==> config.mk <==
export PLATFORM = sky130hd
export DESIGN_NAME = spi_master_frame
export DESIGN_NICKNAME = d
export VERILOG_FILES = /design/src/rtl/spi_frame_pkg.sv /design/src/rtl/spi_sclk_gen.sv /design/src/rtl/spi_master_frame.sv
export SDC_FILE = /design/constraint.sdc
export NUM_CORES = 1
export LEC_CHECK = 0
export CORE_UTILIZATION = 55
export CTS_CLUSTER_DIAMETER = 30
export DETAILED_ROUTE_END_ITERATION = 10
export PLACE_DENSITY_LB_ADDON = 0.1
export SKIP_CTS_REPAIR_TIMING = 1
export SLEW_MARGIN = 40
export SYNTH_ARGS = -nofsm -noshare
export SYNTH_HDL_FRONTEND = slang
export SYNTH_SLANG_ARGS = --single-unit
export TNS_END_PERCENT = 50
==> constraint.sdc <==
create_clock -name CLK -period 4.3 [get_ports CLK]
set_clock_uncertainty 0.15 [all_clocks]
set_input_delay 0.86 -clock CLK [delete_from_list [all_inputs] [get_ports CLK]]
set_output_delay 0.86 -clock CLK [all_outputs]
set_load 0.005 [all_outputs]
==> src/rtl/spi_frame_pkg.sv <==
// Shared types and sizing helpers for the SPI register-access frame master.
package spi_frame_pkg;

  typedef enum logic [2:0] {
    S_IDLE,
    S_SETUP,
    S_SHIFT,
    S_HOLD,
    S_GAP
  } state_e;

  // One R/W bit, then address, then data.
  function automatic int frame_len(input int aw, input int dw);
    return 1 + aw + dw;
  endfunction

  function automatic int cs_width(input int n);
    return (n > 1) ? $clog2(n) : 1;
  endfunction

endpackage

==> src/rtl/spi_sclk_gen.sv <==
// SCLK divider: toggles every DIV cycles while enabled, parks at CPOL otherwise.
// lead_o/trail_o flag the cycle whose clock edge makes the corresponding SCLK transition.
module spi_sclk_gen #(
  parameter int DIV  = 2,
  parameter bit CPOL = 1'b0
) (
  input  logic CLK,
  input  logic RST_N,
  input  logic en_i,
  output logic sclk_o,
  output logic lead_o,
  output logic trail_o
);

  localparam int CW = (DIV > 1) ? $clog2(DIV) : 1;

  logic [CW-1:0] cnt_q, cnt_d;
  logic          sclk_q, sclk_d;
  logic          tick;

  assign tick    = en_i && (cnt_q == CW'(DIV - 1));
  assign lead_o  = tick && (sclk_q == CPOL);
  assign trail_o = tick && (sclk_q != CPOL);
  assign sclk_o  = sclk_q;

  always_comb begin
    cnt_d  = cnt_q;
    sclk_d = sclk_q;
    if (!en_i) begin
      cnt_d  = '0;
      sclk_d = CPOL;
    end else if (tick) begin
      cnt_d  = '0;
      sclk_d = ~sclk_q;
    end else begin
      cnt_d = cnt_q + CW'(1);
    end
  end

  always_ff @(posedge CLK or negedge RST_N) begin
    if (!RST_N) begin
      cnt_q  <= '0;
      sclk_q <= CPOL;
    end else begin
      cnt_q  <= cnt_d;
      sclk_q <= sclk_d;
    end
  end

endmodule

==> src/rtl/spi_master_frame.sv <==
// SPI master running one R/W + address + data frame per accepted request (CPHA=0).
// All pin outputs are registered; ready is high only in IDLE and extra starts are dropped.
module spi_master_frame
  import spi_frame_pkg::*;
#(
  parameter int ADDR_WIDTH = 7,
  parameter int DATA_WIDTH = 8,
  parameter int DIV        = 2,
  parameter bit CPOL       = 1'b0,
  parameter int NUM_CS     = 1,
  localparam int CSW       = cs_width(NUM_CS)
) (
  input  logic                  CLK,
  input  logic                  RST_N,
  input  logic                  start,
  input  logic                  rw,
  input  logic [ADDR_WIDTH-1:0] addr,
  input  logic [DATA_WIDTH-1:0] wdata,
  input  logic [CSW-1:0]        cs_sel,
  output logic                  ready,
  output logic                  done,
  output logic                  rvalid,
  output logic [DATA_WIDTH-1:0] rdata,
  output logic                  err,
  output logic                  SCLK,
  output logic                  MOSI,
  input  logic                  MISO,
  output logic [NUM_CS-1:0]     CS_N
);

  localparam int N  = frame_len(ADDR_WIDTH, DATA_WIDTH);
  localparam int BW = $clog2(N + 1);
  localparam int PW = (DIV > 1) ? $clog2(DIV) : 1;
  localparam logic [CSW:0] NUM_CS_W = (CSW + 1)'(NUM_CS);

  state_e                state_q, state_d;
  logic [PW-1:0]         ph_q, ph_d;
  logic [BW-1:0]         bit_q, bit_d;
  logic [N-1:0]          sh_q, sh_d;
  logic [DATA_WIDTH-1:0] rx_q, rx_d;
  logic [DATA_WIDTH-1:0] rdata_q, rdata_d;
  logic                  rw_q, rw_d;
  logic [CSW-1:0]        cs_q, cs_d;
  logic [NUM_CS-1:0]     cs_n_q, cs_n_d;
  logic                  done_q, done_d;
  logic                  rvalid_q, rvalid_d;
  logic                  err_q, err_d;

  logic accept, cs_ok, accept_ok;
  logic sclk_en, lead, trail, ph_last;

  assign ready     = (state_q == S_IDLE);
  assign accept    = start && ready;
  assign cs_ok     = ({1'b0, cs_sel} < NUM_CS_W);
  assign accept_ok = accept && cs_ok;
  assign sclk_en   = (state_q == S_SETUP) || (state_q == S_SHIFT);
  assign ph_last   = (ph_q == PW'(DIV - 1));

  spi_sclk_gen #(
    .DIV  (DIV),
    .CPOL (CPOL)
  ) u_sclk_gen (
    .CLK     (CLK),
    .RST_N   (RST_N),
    .en_i    (sclk_en),
    .sclk_o  (SCLK),
    .lead_o  (lead),
    .trail_o (trail)
  );

  always_ff @(posedge CLK or negedge RST_N) begin
    if (!RST_N) state_q <= S_IDLE;
    else        state_q <= state_d;
  end

  // The first leading edge falls in SETUP; the frame ends on the Nth trailing edge.
  always_comb begin
    state_d = state_q;
    unique case (state_q)
      S_IDLE:  if (accept_ok)                state_d = S_SETUP;
      S_SETUP: if (lead)                     state_d = S_SHIFT;
      S_SHIFT: if (trail && bit_q == BW'(N)) state_d = S_HOLD;
      S_HOLD:  if (ph_last)                  state_d = S_GAP;
      S_GAP:   if (ph_last)                  state_d = S_IDLE;
      default:                               state_d = S_IDLE;
    endcase
  end

  // Outputs derived from the next state so the pins change on the same edge as the FSM.
  always_comb begin
    cs_n_d   = '1;
    done_d   = 1'b0;
    rvalid_d = 1'b0;
    err_d    = 1'b0;
    if (state_d == S_SETUP || state_d == S_SHIFT || state_d == S_HOLD) begin
      for (int i = 0; i < NUM_CS; i++) begin
        if (cs_d == CSW'(i)) cs_n_d[i] = 1'b0;
      end
    end
    if (state_q == S_GAP && state_d == S_IDLE) begin
      done_d   = 1'b1;
      rvalid_d = rw_q;
    end
    if (accept && !cs_ok) err_d = 1'b1;
  end

  always_comb begin
    ph_d    = '0;
    bit_d   = bit_q;
    sh_d    = sh_q;
    rx_d    = rx_q;
    rw_d    = rw_q;
    cs_d    = cs_q;
    rdata_d = rdata_q;
    if ((state_q == S_HOLD || state_q == S_GAP) && state_d == state_q)
      ph_d = ph_q + PW'(1);
    if (accept_ok) begin
      bit_d = '0;
      rx_d  = '0;
      rw_d  = rw;
      cs_d  = cs_sel;
      sh_d  = {rw, addr, (rw ? {DATA_WIDTH{1'b0}} : wdata)};
    end else begin
      if (lead) begin
        bit_d = bit_q + BW'(1);
        // MISO matters only for the data phase; bit_q is the index of the bit being sampled.
        if (bit_q >= BW'(1 + ADDR_WIDTH)) rx_d = DATA_WIDTH'({rx_q, MISO});
      end
      if (trail) sh_d = {sh_q[N-2:0], 1'b0};
    end
    if (done_d && rw_q) rdata_d = rx_q;
  end

  always_ff @(posedge CLK or negedge RST_N) begin
    if (!RST_N) begin
      ph_q     <= '0;
      bit_q    <= '0;
      sh_q     <= '0;
      rx_q     <= '0;
      rw_q     <= 1'b0;
      cs_q     <= '0;
      rdata_q  <= '0;
      cs_n_q   <= '1;
      done_q   <= 1'b0;
      rvalid_q <= 1'b0;
      err_q    <= 1'b0;
    end else begin
      ph_q     <= ph_d;
      bit_q    <= bit_d;
      sh_q     <= sh_d;
      rx_q     <= rx_d;
      rw_q     <= rw_d;
      cs_q     <= cs_d;
      rdata_q  <= rdata_d;
      cs_n_q   <= cs_n_d;
      done_q   <= done_d;
      rvalid_q <= rvalid_d;
      err_q    <= err_d;
    end
  end

  assign MOSI   = sh_q[N-1];
  assign CS_N   = cs_n_q;
  assign done   = done_q;
  assign rvalid = rvalid_q;
  assign err    = err_q;
  assign rdata  = rdata_q;

endmodule

==> results.txt, run 1 <==
In this run the number of H-tree levels came out at 2. The element type at the critical path end is a register. The startpoint identified for the worst hold timing path is rdata[4].

The initial antenna violation count was 0. TritonCTS built the clock tree. The total clock buffers created by CTS came out at 5. The overall fraction of global-route tracks in use came out at 21.9%.

At the pin with the least slew margin, the transition time is 0.655 ns. The peak fanout along the critical path came out at 28. Counting along the longest clock path gives a buffer depth of 2. The number of DRC violations after detailed routing is 0.

The number of pins exceeding their max-slew limit in the final report is 0. The post-synthesis average cell area is 10.7 um^2. In the synthesized netlist the async set-or-reset flop fraction comes to 100%.

sky130_fd_sc_hd__dfrtp_1 is the most common cell in the netlist. The final wirelength came out at 4580 um. The total power density per cell area is 570 mW/mm^2. The number of placement rows is 23. By count the netlist is led by 48 x sky130_fd_sc_hd__dfrtp_1, 26 x sky130_fd_sc_hd__o21ai_0, 19 x sky130_fd_sc_hd__nor3_1. Per report_power, the sequential group accounts for 46.4% of the total.

The count of cells along the worst hold path is 1. The number of nets still failing antenna checks after routing is 0. The vertical extent of the die came out at 68.1 um. The number of maximum-capacitance violations came out at 0. The required time at the worst-slack endpoint is 4.34 ns.

The yosys synthesis warning count is 0. The gate count of the mapped netlist is 225. For the finished layout, the period the worst path requires is 2.84 ns. The worst setup path category is in2reg. The fraction of the yosys area taken by sequential cells is 51.1%. The power dissipated by switching net loads came out at 0.586 mW. The depth of the worst register-to-register path is 3.

The library cell with the largest summed area after synthesis is sky130_fd_sc_hd__dfrtp_1. The pin count of the biggest net entering global routing is 50. The via count of the routed design came out at 1771.

The via-per-instance ratio is 5.83. The TritonCTS sink count is 49. The total count of hold-check failures in the final report was 0. The quantity of I/O buffers inserted on ports came out at 35. The tree is rooted in a sky130_fd_sc_hd__clkbuf_8. The count of distinct cell types in the synthesized netlist is 42. In this run the worst hold path is classified as reg2reg. The critical path starts at start. The clock network power share came out at 17.6%. The ratio of final minimum period to clock period came out at 66.1%. The clock slew seen by the registers of the worst setup and hold paths came out at 0.09 ns. The share of layout cells above drive strength 1 is 16.1%. The x dimension of the die came out at 68.1 um. After detailed routing, the average wire length per cell comes to 15.1 um.

The full die area came out at 0.00463 mm^2. The slowest stage of the critical path belongs to the cell sky130_fd_sc_hd__or4b_4. In this run the register-to-register setup slack is 1.83 ns. The synthesized netlist occupies a cell area of 0.00240 mm^2. The number of global-route vias before repair came out at 1565. The area growth from synthesis to layout is 18.4%.

The total inserted antenna cells came out at 0. The post-synthesis net count came out at 248. Total power for the finished layout comes to 1.62 mW.

The type of element launching the critical path is an input port. In this run the critical register-to-register path is captured at rw_q. Summed over all layers, the global routing overflow is 0. Setup repair after global routing left no endpoint under its margin. The proportion of power drawn by combinational gates is 36.0%. For hold timing, the worst endpoint is rdata[4]. Counting flops with a built-in enable in the synthesized netlist gives 0. The fraction of synthesized cell area taken by the top area cell type came out at 50.1%. The core area is 0.00409 mm^2. The headroom to the max-slew limit is 56.3%. The final-report setup violation count is 0. The initial core utilization is 58.7%. Routability-driven placement finished with a final weighted congestion of 0.771.

The first global-routing pass estimated 7510 um of wire. Yosys attributes the largest share of cell area to sky130_fd_sc_hd__dfrtp_1 50%, sky130_fd_sc_hd__or3b_2 5.5%, sky130_fd_sc_hd__o21ai_0 5.4%, sky130_fd_sc_hd__a31oi_1 4.2%, sky130_fd_sc_hd__nor3_1 4.0%. The final layout net count is 276.

VDD sags by at most 0.237 mV. The number of violations reported at the end of detailed-routing iteration 0 came out at 147. The startpoint identified for the worst register-to-register timing path is state_q[1]. The synthesis-stage register bit count came out at 49. Static timing analysis puts the maximum clock frequency at 352 MHz.

The I/O pin total came out at 36. The HPWL after detailed placement came out at 2880 um. The number of detailed-route iterations in the first pass is 4. In the synthesized netlist the dominant register cell turns out to be sky130_fd_sc_hd__dfrtp_1. The static leakage came out at 1.24 nW. The total negative setup slack is 0 ns. The run finished with clean final reports.

The clock latency on the worst-skew pair came out at 0.30 ns. The maximum cell stage delay along the critical path came out at 0.63 ns. The internal portion of the total power is 1.03 mW. The critical path goes through clkdlybuf4s50_1 > or4b_4 > or2_1 > mux2_4.

The signal arrival time at the worst endpoint is 2.88 ns. The switching power as a share of total power came out at 36.2%.
==> cells by family after synthesis <==
group / Yosys count / synth area share, %
flops: 49 / 51.1
simple gates: 67 / 18.6
mux: 18 / 8.13
fa+ha+maj: 2 / 1.04
compound gates: 57 / 14.1
buf+inv: 29 / 5.94
xor+xnor: 3 / 1.10
==> per-stage QoR <==
step / hold WS (ns) / cells / area (um^2) / setup slack, ns / util, %
3_3_place_gp: 0.338 / 294 / 2730 / 1.14 / 66.8
2_1_floorplan: 0.319 / 225 / 2400 / 1.96 / -
3_5_place_dp: 0.342 / 295 / 2740 / 1.15 / 67.0
5_1_grt: 0.372 / 304 / 2840 / 1.39 / 69.5
6_report: 0.358 / 304 / 2840 / 1.46 / 69.5
4_1_cts: 0.362 / 303 / 2830 / 1.46 / 69.3
==> registers in the layout (all words and copies together) (netlist names) <==
signal and cells:
done 1, sh_q 16, cs_q 1, err 1
rvalid 1, u_sclk_gen.sclk_o 1, state_q 3, ph_last 1
rdata 8, rx_q 8, u_sclk_gen.cnt_q 1, CS_N 1
bit_q 5, rw_q 1
==> power groups by stage <==
stage | clock, mW | sequential, mW | combinational, mW
after detailed placement | 0 | 0.757 | 0.582
after global placement | 0 | 0.757 | 0.560
after floorplan | 0 | 0.707 | 0.465
after global routing | 0.310 | 0.776 | 0.653
final | 0.284 | 0.752 | 0.583
after CTS | 0.294 | 0.752 | 0.580
==> critical path, delay by kind of cell <==
family | cells | cell delay [ns]
buf+inv | 1 | 0.47
mux | 1 | 0.39
simple gates | 2 | 1.15
==> how the worst max path moves through the flow <==
stage	to	slack, ns	cells past startpoint
after floorplan	rw_q	1.96	5
after global placement	rw_q	1.14	4
after detailed placement	rw_q	1.15	4
after CTS	rw_q	1.46	4
after global routing	rw_q	1.39	4
final	rw_q	1.46	4
==> layout by cell type, fill, tap and decap left out, drive strengths merged, types with 2 or more instances in the layout <==
cell type       n
o21ai          26
a31oi          16
nor2            2
clkdlybuf4s50  34
buf             5
a21oi           4
inv            11
nor3b           2
o211ai          3
clkbuf          6
and3            2
mux2            9
xnor2           2
nor2b           8
mux2i           9
o31ai           3
nand2b          2
nand3           4
or3b           15
nor3           19
dfrtp          48
nand2           2
nor4b           2
clkinv          2
ha              2
==> area by class of cell <==
cell class	instances	area [um^2]
fill	331	1250
sequential	49	1230
multi-input combinational	147	1040
timing repair buffer	39	375
clock buffer	6	82.6
tap	50	62.6
inverter	11	41.3
clock inverter	2	13.8
==> layer usage <==
layer | vias up | track usage (%) | wire length (um)
li1 | 871 | - | -
met1 | 856 | 31.2 | 2210
met2 | 42 | 33.2 | 2210
met3 | 2 | 4.50 | 138
met4 | 0 | 7.03 | 25
met5 | - | 0 | 0
No activity file was read; power rests on OpenSTA's default activity.
==> run 2, diff against run 1 <==
CORE_UTILIZATION = 48   (was 55)
clock period = 2.3 ns   (was 4.3 ns; I/O delays follow)
==> results.txt, run 2 (synthesized netlist as in run 1, its figures left out) <==
The actual transition at the worst max-transition pin came to 0.482 ns (-0.173 ns). The share of layout cells above drive strength 1 came out at 20.6% (+4.5 points). The number of pins exceeding their max-slew limit in the final report was 0 (unchanged). The number of DRC violations after detailed routing is 0 (unchanged). The clock latency on the worst-skew pair is 0.30 ns (about the same). STA classifies the critical path startpoint as a register. The register ranked first by flip-flop count is sh_q. In this run the critical register-to-register path is launched from state_q[0].

The I/O pin total is 36 (unchanged). The maximum cell stage delay along the critical path came out at 0.54 ns (-0.09 ns). The number of violations reported at the end of detailed-routing iteration 0 is 97 (-34%). The power dissipated by switching net loads came to 1.11 mW (+90%). From synthesis to final layout, the design area changed by 25.0%.

Walking the worst path, the cells encountered are nor3_1 > clkdlybuf4s50_1. The switching power as a share of total power is 34.5% (-1.7 points). The startpoint identified for the worst hold timing path is rdata[7].

The cell-internal power is 2.11 mW (+100%). The number of global-route vias before repair came out at 1644 (+5.0%). The ratio of final minimum period to clock period is 95.0%. The TritonCTS sink count was 49 (unchanged). The depth of the worst register-to-register path is 4 (+1). Leaving out fill and tap cells, the most frequent cell in the layout is sky130_fd_sc_hd__dfrtp_1.

The number of detailed-route iterations in the first pass is 4 (unchanged). The vertical extent of the die came out at 72.7 um (+6.8%). The overall fraction of global-route tracks in use came to 19.3% (-2.6 points). The number of maximum-capacitance violations is 0 (unchanged). The static leakage is 1.31 nW (+5.6%).

The HPWL after detailed placement is 3240 um (+13%). The core area was 0.00475 mm^2 (+16%). The headroom to the max-slew limit is 67.9% (+12 points). The required time at the worst-slack endpoint is 1.69 ns (-2.65 ns). The minimum clock period came out at 2.18 ns.

The proportion of power drawn by combinational gates came out at 37.1% (+1.1 points). The number of placement rows came out at 25 (+8.7%). The x dimension of the die is 72.7 um (+6.8%). The initial core utilization is 50.5% (-8.3 points). The initial antenna violation count came out at 0 (unchanged). The total negative setup slack is 0 ns (unchanged). The run finished with clean final reports. Leaving out fill and tap cells, the most frequent cells in the layout are 46 x sky130_fd_sc_hd__dfrtp_1, 34 x sky130_fd_sc_hd__clkdlybuf4s50_1, 26 x sky130_fd_sc_hd__o21ai_0. The clock tree from TritonCTS is done. The via-per-instance ratio came to 5.42 (-7.0%). The worst register-to-register path ends at sh_q[4]. The setup slack on the worst flop-to-flop path came out at 0.37 ns (-1.46 ns).

The peak supply drop came out at 0.551 mV (+130%). The buffers plus inverters on the worst setup path came to 1 (unchanged). The worst-case clock buffer depth is 2 (unchanged). The class of the tightest hold or removal check is reg2reg. The quantity of I/O buffers inserted on ports came out at 35 (unchanged).

The pin count of the biggest net entering global routing is 38 (-24%). The total inserted antenna cells is 0 (unchanged). The final-layout worst hold slack was 0.356 ns (-0.00131 ns). The upper clock frequency limit is 458 MHz. The total power density per cell area is 1080 mW/mm^2 (+89%). The sequential group share of total power came out at 43.3% (-3.1 points). The number of nets still failing antenna checks after routing came out at 0 (unchanged).

The critical path is of the reg2out type. STA classifies the critical path endpoint as an output port. The total stage count of the critical path was 2 (-2).

The final routed wire length divided by cell count was 14.1 um (-6.2%). The final wirelength came out at 4720 um (+3.0%). The signal arrival time at the worst endpoint came to 1.57 ns (-1.31 ns).

The fill cell instance count of the final layout came out at 419 (+27%). The final weighted congestion in routability-driven placement came to 0.748 (-3.0%). In this run the worst setup path terminates at ready. The full die area came to 0.00529 mm^2 (+14%). The total clock buffers created by CTS is 5 (unchanged). The critical path starts at state_q[0]. The peak fanout along the critical path is 10 (-64%).

The total count of hold-check failures in the final report came out at 0 (unchanged). The kind of cell with the highest combined delay along the critical path is buffers and inverters. The final-report setup violation count came out at 0 (unchanged). The final core utilization is 63.1% (-6.4 points). The clock slew seen by the registers of the worst setup and hold paths is 0.09 ns (about the same). The clock network power share came out at 19.6% (+2.0 points). The via count of the routed design is 1810 (+2.2%). The final layout net count came out at 289 (+4.7%). The global-route wire length before repair came out at 7830 um (+4.2%). The total congestion overflow after global routing came out at 0 (unchanged). The number of H-tree levels is 2 (unchanged). The number of flip-flops under the largest register name is 16 (unchanged). The cell type of the slowest stage on the worst timing path is sky130_fd_sc_hd__clkdlybuf4s50_1. The cell sitting at the root of the clock tree is a sky130_fd_sc_hd__clkbuf_8. Setup repair after global routing left no endpoint under its margin.
run 2: metrics by stage:
| step | instance area, um^2 | setup slack (ns) | std cells | power [mW] |
|---|---|---|---|---|
| 3_3_place_gp | 2870 | 0.00843 | 325 | 2.58 |
| 2_1_floorplan | 2400 | 0.276 | 225 | 2.19 |
| 3_5_place_dp | 2870 | 0.00496 | 325 | 2.60 |
| 6_report | 3000 | 0.115 | 334 | 3.23 |
| 4_1_cts | 2990 | 0.0458 | 333 | 3.25 |
| 5_1_grt | 3000 | 0.0272 | 334 | 3.47 |
run 2: layer usage:
layer  global-route usage, %  vias up  wire [um]
li1                        -      892          -
met1                    27.2      885       2390
met2                    29.5       31       2180
met3                    4.70        2        126
met4                    5.88        0         25
met5                       0        -          0
run 2: worst min path at each step:
stage | end | slack [ns] | cells past startpoint
2_1_floorplan | bit_q[0] | 0.01 | 0
3_3_place_gp | u_sclk_gen.cnt_q | 0.31 | 1
3_5_place_dp | u_sclk_gen.cnt_q | 0.31 | 1
4_1_cts | u_sclk_gen.cnt_q | -0.02 | 1
5_1_grt | rdata[2] | 0.38 | 1
6_report | rdata[7] | 0.36 | 1
run 2: worst register-to-register path: stages (launching register included):
cell and delay [ns]:
sky130_fd_sc_hd__dfrtp_2 0.50, sky130_fd_sc_hd__or4b_4 0.56, sky130_fd_sc_hd__or2_1 0.30, sky130_fd_sc_hd__buf_4 0.20
sky130_fd_sc_hd__a31oi_1 0.14
run 2: area by class of cell:
class	count	area, um^2	area share [%]
timing repair buffer	52	488	16.3
clock inverter	2	37.5	1.25
tap	67	83.8	2.79
inverter	11	41.3	1.38
clock buffer	6	82.6	2.75
multi-input combinational	147	1040	34.6
sequential	49	1230	41.0
run 2: power groups by stage:
stage / combinational [mW] / sequential [mW] / clock, mW
3_5_place_dp: 1.20 / 1.41 / 0
2_1_floorplan: 0.870 / 1.32 / 0
6_report: 1.20 / 1.40 / 0.633
5_1_grt: 1.34 / 1.44 / 0.685
3_3_place_gp: 1.17 / 1.41 / 0
4_1_cts: 1.21 / 1.39 / 0.653
==> run 3, diff against run 2 <==
CELL_PAD_IN_SITES_DETAIL_PLACEMENT = 0   (was not set)
CELL_PAD_IN_SITES_GLOBAL_PLACEMENT = 1   (was not set)
CORE_UTILIZATION = 38   (was 48)
==> results.txt, run 3 (synthesized netlist as in run 1, its figures left out) <==
The flow ran to the end, and the final reports show no timing, DRC or antenna violations. The power dissipated by switching net loads came out at 1.15 mW (+2.9%). The upper clock frequency limit came to 480 MHz (+4.8%). The worst setup path is of the reg2reg kind.

The number of global-route vias before repair came out at 1716 (+4.4%). Leaving out fill and tap cells, the most frequent cells in the layout are 47 x sky130_fd_sc_hd__dfrtp_1, 33 x sky130_fd_sc_hd__clkdlybuf4s50_1, 26 x sky130_fd_sc_hd__o21ai_0. The clock latency on the worst-skew pair is 0.30 ns (about the same). The switching power as a share of total power is 34.5% (about the same). The tightest min-delay check is of the reg2reg type. The via count of the routed design was 1809 (-0.055%).

The proportion of power drawn by combinational gates is 38.8% (+1.7 points). The x dimension of the die is 81.5 um (+12%). The count of placed standard cells in the final layout, fillers left out is 346 (+3.6%). The share of layout cells above drive strength 1 is 21.4% (+0.80 points). The overall fraction of global-route tracks in use came to 17.2% (-2.1 points). The clock slew seen by the registers of the worst setup and hold paths is 0.09 ns (about the same). The worst setup path is captured at a register.

The number of H-tree levels came to 2 (unchanged). The vertical extent of the die is 81.5 um (+12%). The peak supply drop is 0.600 mV (+9.0%).

The total clock buffers created by CTS is 5 (unchanged). The total congestion overflow after global routing came to 0 (unchanged). The pin count of the biggest net entering global routing was 35 (-7.9%). STA classifies the critical path startpoint as a register. The final wirelength came out at 5110 um (+8.4%).

The clock network power share is 19.2% (-0.4 points). The area growth from synthesis to layout is 27.8%. The number of pins exceeding their max-slew limit in the final report is 0 (unchanged). The number of placement rows came out at 28 (+12%). The number of nets still failing antenna checks after routing is 0 (unchanged). The setup slack on the worst flop-to-flop path is 0.22 ns (-0.15 ns). The I/O pin total is 36 (unchanged). The number of cells after detailed placement came out at 337 (+3.7%). The initial core utilization is 40.1% (-10 points). The final-report setup violation count was 0 (unchanged).

The final routed wire length divided by cell count was 14.8 um (+4.6%). TritonCTS built the clock tree. The global-route wire length before repair came out at 8580 um (+9.5%). Counting flops per register, the top entry is sh_q. The headroom to the max-slew limit came out at 53.1% (-15 points). The worst-case clock buffer depth is 2 (unchanged). The minimum clock period is 2.08 ns (-0.0996 ns).

The peak fanout along the critical path came out at 15 (+5). Setup repair after global routing left no endpoint under its margin. The number of DRC violations after detailed routing came to 0 (unchanged). The total count of hold-check failures in the final report came out at 0 (unchanged). Clock tree synthesis selected as its root buffer the cell sky130_fd_sc_hd__clkbuf_8. The library cell used most frequently in the layout, excluding fill and tap cells, is sky130_fd_sc_hd__dfrtp_1. The required time at the worst-slack endpoint is 2.37 ns (+0.68 ns). The sequential group share of total power came out at 41.9% (-1.4 points). The initial antenna violation count is 0 (unchanged). The core area is 0.00599 mm^2 (+26%). The number of detailed-route iterations in the first pass is 4 (unchanged). The TritonCTS sink count came out at 49 (unchanged). The number of violations reported at the end of detailed-routing iteration 0 was 99 (+2.1%). The HPWL after detailed placement is 3490 um (+7.7%). The cell-internal power came out at 2.18 mW (+3.1%).

The total power density per cell area was 1080 mW/mm^2 (+0.80%). The number of flip-flops under the largest register name is 16 (unchanged). The via-per-instance ratio came out at 5.23 (-3.5%). The final weighted congestion in routability-driven placement is 0.716 (-4.3%). The total inserted antenna cells is 0 (unchanged). The signal arrival time at the worst endpoint is 2.16 ns (+0.59 ns). The final layout net count is 293 (+1.4%).

The ratio of final minimum period to clock period is 90.7% (-4.3 points). The number of maximum-capacitance violations is 0 (unchanged). The actual transition at the worst max-transition pin came out at 0.704 ns (+0.222 ns). The static leakage came out at 1.36 nW (+3.4%).

The total power after layout came out at 3.33 mW (+3.0%). The quantity of I/O buffers inserted on ports is 35 (unchanged). The full die area is 0.00664 mm^2 (+26%).
==> run 3: cell types whose count changed in the layout (fill, tap and decap cells not counted), sizes merged <==
cell           delta
clkdlybuf4s50     -1
buf               +4
clkinvlp          -1
dlymetal6s2s      +1
clkbuf            +1
==> run 3: power groups by stage <==
stage	clock network, mW	logic (mW)	registers (mW)
floorplan	0	0.870	1.32
global placement	0	1.26	1.40
detailed placement	0	1.31	1.40
CTS	0.657	1.30	1.39
global route	0.695	1.46	1.44
finish	0.639	1.29	1.39
==> run 3: final timing paths <==
check	from	end	depth (start not counted)
hold / removal	rx_q[7]	rdata[7]	1
setup / recovery	state_q[1]	sh_q[13]	5
max in group asynchronous	RST_N	rdata[6]	3
hold reg to reg	rx_q[7]	rdata[7]	1
min in group asynchronous	RST_N	u_sclk_gen.sclk_o	2
setup reg to reg	state_q[1]	sh_q[13]	5
==> run 3: metrics by stage <==
step | util, % | area, um^2 | setup slack (ns) | TNS, ns | hold WS [ns]
after floorplan | - | 2400 | 0.276 | 0 | 0.0144
after global placement | 48.7 | 2920 | 0.0103 | 0 | 0.290
after detailed placement | 48.9 | 2930 | -0.00618 | -0.00618 | 0.294
after CTS | 50.9 | 3050 | -0.0559 | -0.0559 | -0.0327
after global routing | 51.2 | 3070 | 0.126 | 0 | 0.370
final | 51.2 | 3070 | 0.215 | 0 | 0.358
==> run 3: metal layers <==
layer	vias to the layer above	share of wire [%]	global-route usage, %
met2	27	43	25.1
met4	0	0.61	5.89
met1	872	53	25.4
met3	4	2.8	2.89
li1	906	-	-
met5	-	0	0
==> run 3: critical path, stage by stage, from the launching register on <==
cell                      delay (ns)
sky130_fd_sc_hd__dfrtp_2        0.46
sky130_fd_sc_hd__buf_4          0.19
sky130_fd_sc_hd__or4b_4         0.55
sky130_fd_sc_hd__or2_1          0.29
sky130_fd_sc_hd__buf_4          0.22
sky130_fd_sc_hd__a31oi_1        0.15
==> run 3: area by class of cell <==
type                       instances  area, um^2
clock inverter                     1        30.0
multi-input combinational        147        1050
sequential                        49        1230
clock buffer                       7        86.3
timing repair buffer              56         533
inverter                          11        41.3
fill                             548        2920
tap                               75        93.8
